### src/rtl/csa_resolver.sv
// rtl/csa_resolver.sv - sequential carry-propagate resolver for carry-save pairs
// Resolves sum + 2*carry CHUNK bits per cycle through a registered carry.
module csa_resolver #(
  parameter int WIDTH = 16,
  parameter int CHUNK = 4
) (
  input  logic             clk,
  input  logic             rst_n,
  input  logic             in_valid,
  output logic             in_ready,
  input  logic [WIDTH-1:0] in_sum,
  input  logic [WIDTH-1:0] in_carry,
  output logic             out_valid,
  input  logic             out_ready,
  output logic [WIDTH+1:0] out_result
);

  localparam int NCHUNK = WIDTH / CHUNK;
  localparam int CW     = (NCHUNK > 1) ? $clog2(NCHUNK) : 1;
  localparam logic [CW-1:0] LAST = CW'(NCHUNK - 1);

  typedef enum logic [1:0] {IDLE, BUSY, DONE} state_t;
  state_t state, state_nx;

  // Operands shift right one chunk per BUSY cycle, so the active chunk is always at bit 0.
  logic [WIDTH-1:0] a_q, b_q;
  logic             b_top_q;
  logic             c_q;
  logic [CW-1:0]    k_q;
  logic [WIDTH+1:0] res_q, res_nx;
  logic [CHUNK:0]   chunk_sum;
  logic [1:0]       top_sum;
  logic             accept, last;

  assign accept     = (state == IDLE) && in_valid;
  assign last       = (k_q == LAST);
  assign in_ready   = (state == IDLE);
  assign out_valid  = (state == DONE);
  assign out_result = res_q;

  assign chunk_sum = {1'b0, a_q[CHUNK-1:0]} + {1'b0, b_q[CHUNK-1:0]} + (CHUNK+1)'(c_q);
  assign top_sum   = {1'b0, b_top_q} + {1'b0, chunk_sum[CHUNK]};

  always_ff @(posedge clk or negedge rst_n) begin
    if (!rst_n) state <= IDLE;
    else        state <= state_nx;
  end

  always_comb begin
    state_nx = state;
    case (state)
      IDLE:    if (in_valid)  state_nx = BUSY;
      BUSY:    if (last)      state_nx = DONE;
      DONE:    if (out_ready) state_nx = IDLE;
      default: state_nx = IDLE;
    endcase
  end

  always_comb begin
    res_nx = res_q;
    if (state == BUSY) begin
      for (int j = 0; j < NCHUNK; j++) begin
        if (k_q == CW'(j)) res_nx[j*CHUNK +: CHUNK] = chunk_sum[CHUNK-1:0];
      end
      if (last) res_nx[WIDTH+1:WIDTH] = top_sum;
    end
  end

  always_ff @(posedge clk or negedge rst_n) begin
    if (!rst_n) begin
      a_q     <= '0;
      b_q     <= '0;
      b_top_q <= 1'b0;
      c_q     <= 1'b0;
      k_q     <= '0;
      res_q   <= '0;
    end else begin
      res_q <= res_nx;
      if (accept) begin
        a_q     <= in_sum;
        b_q     <= WIDTH'({in_carry, 1'b0});
        b_top_q <= in_carry[WIDTH-1];
        c_q     <= 1'b0;
        k_q     <= '0;
      end else if (state == BUSY) begin
        a_q <= a_q >> CHUNK;
        b_q <= b_q >> CHUNK;
        c_q <= chunk_sum[CHUNK];
        k_q <= k_q + CW'(1);
      end
    end
  end

endmodule

### config.mk
export PLATFORM = sky130hd
export DESIGN_NAME = csa_resolver
export DESIGN_NICKNAME = d
export VERILOG_FILES = /design/src/rtl/csa_resolver.sv
export SDC_FILE = /design/constraint.sdc
export NUM_CORES = 1
export LEC_CHECK = 0
export CAP_MARGIN = 20
export CORE_MARGIN = 2
export CORE_UTILIZATION = 52
export CTS_BUF_LIST = sky130_fd_sc_hd__clkbuf_4 sky130_fd_sc_hd__clkbuf_8
export DETAILED_ROUTE_END_ITERATION = 8
export PLACE_DENSITY = 0.9
export REMOVE_ABC_BUFFERS = 1
export SETUP_SLACK_MARGIN = 0.02
export SLEW_MARGIN = 20
export SYNTH_ARGS = -nofsm -noshare
export SYNTH_HDL_FRONTEND = slang
export SYNTH_SLANG_ARGS = --single-unit
### constraint.sdc
create_clock -name clk -period 2.88 [get_ports clk]
set_input_delay 0.576 -clock clk [delete_from_list [all_inputs] [get_ports clk]]
set_output_delay 0.576 -clock clk [all_outputs]
set_load 0.005 [all_outputs]
==> results_dict.tcl <==
set metrics [dict create \
    endpoint "out_result[16]$_DFFE_PN0P_" \
    multi_input_area_um2 946 \
    fmaxAchievable_ghz 0.451 \
    crit_path_cell_trace "inv_1 -> fa_1 -> fa_1 -> nor2b_1 -> o21ai_0 -> nand2b_1 -> ha_1 -> mux2_2" \
    nFillCells 354 \
    cts_tree "done" \
    chipWidth_um 72.6 \
    ant_nets 0 \
    synth_edf_count 0 \
    r2r_start "a_q[0]$_DFFE_PN0P_" \
    synth_area_leaders "dfrtp_1 (57%), nand2_1 (12%), a22oi_1 (6.1%)" \
    die-area_um2 5260 \
    first_iter_violations 93 \
    reg2reg_slack_ns 0.66 \
    setup.worst_path.class "register to register" \
    synth_top_area_share_pct 57.3 \
    vias_per_cell 5.39 \
    cts-root-buf "clkbuf_8" \
    clock-sinks 56 \
    yosysWarnings 0 \
    core_area_um2 4440 \
    fin_crit_ns 2.22 \
    crit_start "a_q[0]$_DFFE_PN0P_" \
    ys_types 26 \
    power_density_nw_per_um2 1050 \
    postCtsHoldBufs 0 \
    slowest_delay_ns 0.48 \
    r2r-end "out_result[16]$_DFFE_PN0P_" \
    clk_pin_slew_ns 0.10 \
    maxCapViolations 0 \
    dpl.hpwl_mm 3.38 \
    firstDrtPassIters 5 \
    crit_path_frequent_cell "fa_1" \
    postSynthCellCount 240 \
    antenna_found_initial 0 \
    worst-path-buf-inv 1 \
    r2r_cells 8 \
    rsz0062_at_grt "false" \
    avgSynthCellArea_um2 10.2 \
    period_share_pct 77.0 \
    num_antenna_cells 0 \
    skew_ns 0.00646 \
    setup_viol 0 \
    die_y_um 72.6 \
    critPathSlowestCell "fa_1" \
    hold_violations 0 \
    h-tree-depth 2 \
    ios 56 \
    grt_pass1_vias 1856 \
    clk_latency_ns 0.31 \
    critPathMaxFanout 2 \
    async_flop_share_pct 100 \
    grt_util_met2_pct 32.0 \
    max_slew_margin_pct 43.1 \
    synth_commonest_cells "nand2_1 (78), dfrtp_1 (56), o21ai_0 (25)" \
    drc 0 \
    required_ns 3.08 \
    grt_max_degree 48 \
    grt_use_total_pct 20.4 \
    startpoint_type "register" \
    grt_pass1_wl_mm 8.36 \
    gr-usage-met1_pct 27.6 \
    hold_class "input pin to async pin" \
    yosys_most_used_dff "dfrtp_1" \
    cts_buffer_depth 2 \
    routed-via-count 1871 \
    setup_ws_ns 0.663 \
    port_buffers 55 \
    critical_path.top_delay_family "adder cells" \
    top_usage_layer "met2" \
    outcome "finished, final reports clean" \
    post_cts_buffers 0 \
    seq_area_frac_synth_pct 57.3 \
    gp_routability_congestion 0.753 \
    synth_most_common_cell "nand2_1" \
    tightest_slew_ns 0.854 \
    synth_top_area_cell "dfrtp_1" \
    dpl_worst_slack_ns 0.670 \
    wl_per_cell_um 13.6 \
    slew_violations 0 \
    cts_inserted_buffers 5 \
    start_util_pct 55.0 \
    gr-usage-met3_pct 4.31 \
    placementRows 24 \
    critPathCaptureType "register" \
    syn-cell-area_um2 2440 \
    crit_cells 8 \
    cts-resized-gates 0 \
    finalPower_mw 3.31 \
    power_leakage_nw 1.47 \
    ys_ff_latch 56 \
    wirelength_mm 4.72 \
    peakVddDrop_mv 0.424 \
    fin_nets 340 \
    area_delta_synth_final_pct 28.8 \
    layout.area.seq_um2 1400 \
    grt_overflow 0 \
    crit_arrival_ns 2.42 \
    drive_gt1_share_pct 7.46 \
]
## cell families (layout without fill, tap and decap cells)
| kind of cell | count (synthesis) | count (layout) | synth area share (%) |
|---|---|---|---|
| simple gates | 95 | 95 | 15.9 |
| flops | 56 | 56 | 57.3 |
| compound gates | 54 | 54 | 14.5 |
| buf+inv | 20 | 75 | 4.25 |
| fa+ha+maj | 10 | 10 | 5.73 |
| mux | 3 | 3 | 1.54 |
| xor+xnor | 2 | 2 | 0.717 |
## how the worst min path moves through the flow
stage                                           end  slack (ns)
after floorplan                  a_q[0]$_DFFE_PN0P_        0.28
after global placement           b_q[6]$_DFFE_PN0P_        0.46
after detailed placement         b_q[7]$_DFFE_PN0P_        0.46
after CTS                       b_q[15]$_DFFE_PN0P_        0.40
after global routing            b_q[15]$_DFFE_PN0P_        0.44
final                     out_result[5]$_DFFE_PN0P_        0.37
## state kept, by name, indices dropped and copies added, names as in the netlist
signal      flops
out_result     18
a_q            16
b_q            16
k_q             2
state           2
b_top_q         1
c_q             1
## where the power goes
group	switching, mW	internal (mW)
registers	0.187	1.12
logic	0.785	0.668
clock network	0.248	0.307
## area by class of cell
class,instances,share of cell area [%]
clock buffer,7,3.06
clock inverter,1,0.954
inverter,7,0.835
multi-input combinational,164,30.0
sequential,56,44.5
tap,52,2.07
timing repair buffer,60,18.5
## metal layers
metal | vias up | wire length [um]
li1 | 912 | -
met1 | 896 | 2130
met2 | 55 | 2280
met3 | 8 | 239
met4 | 0 | 68
met5 | - | 0
## cells in the final DEF, fill, tap and decap left out, types with 2 or more instances in the layout
cell             instances
inv_1                    7
dfrtp_1                 56
mux2_2                   2
nand2_2                  2
ha_1                     8
nand2b_1                 3
clkbuf_8                 7
nand2_1                 78
xor2_1                   2
nor3_1                   4
o21ai_0                 25
o31ai_1                  2
a221o_1                  3
a22oi_1                 20
nor2_1                   3
buf_4                    5
fa_1                     2
nor2b_1                  3
clkdlybuf4s50_1         54
## stage by stage
step | hold WS [ns] | instance area [um2] | TNS, ns | instances | util [%]
after floorplan | 0.280 | 2370 | -39.81 | 227 | -
after CTS | 0.400 | 3150 | 0 | 347 | 70.8
after detailed placement | 0.463 | 3020 | 0 | 339 | 68.0
final | 0.369 | 3150 | 0 | 347 | 70.8
after global routing | 0.443 | 3150 | 0 | 347 | 70.8
after global placement | 0.459 | 3020 | 0 | 339 | 68.0
(Power assumes the default switching activity.)
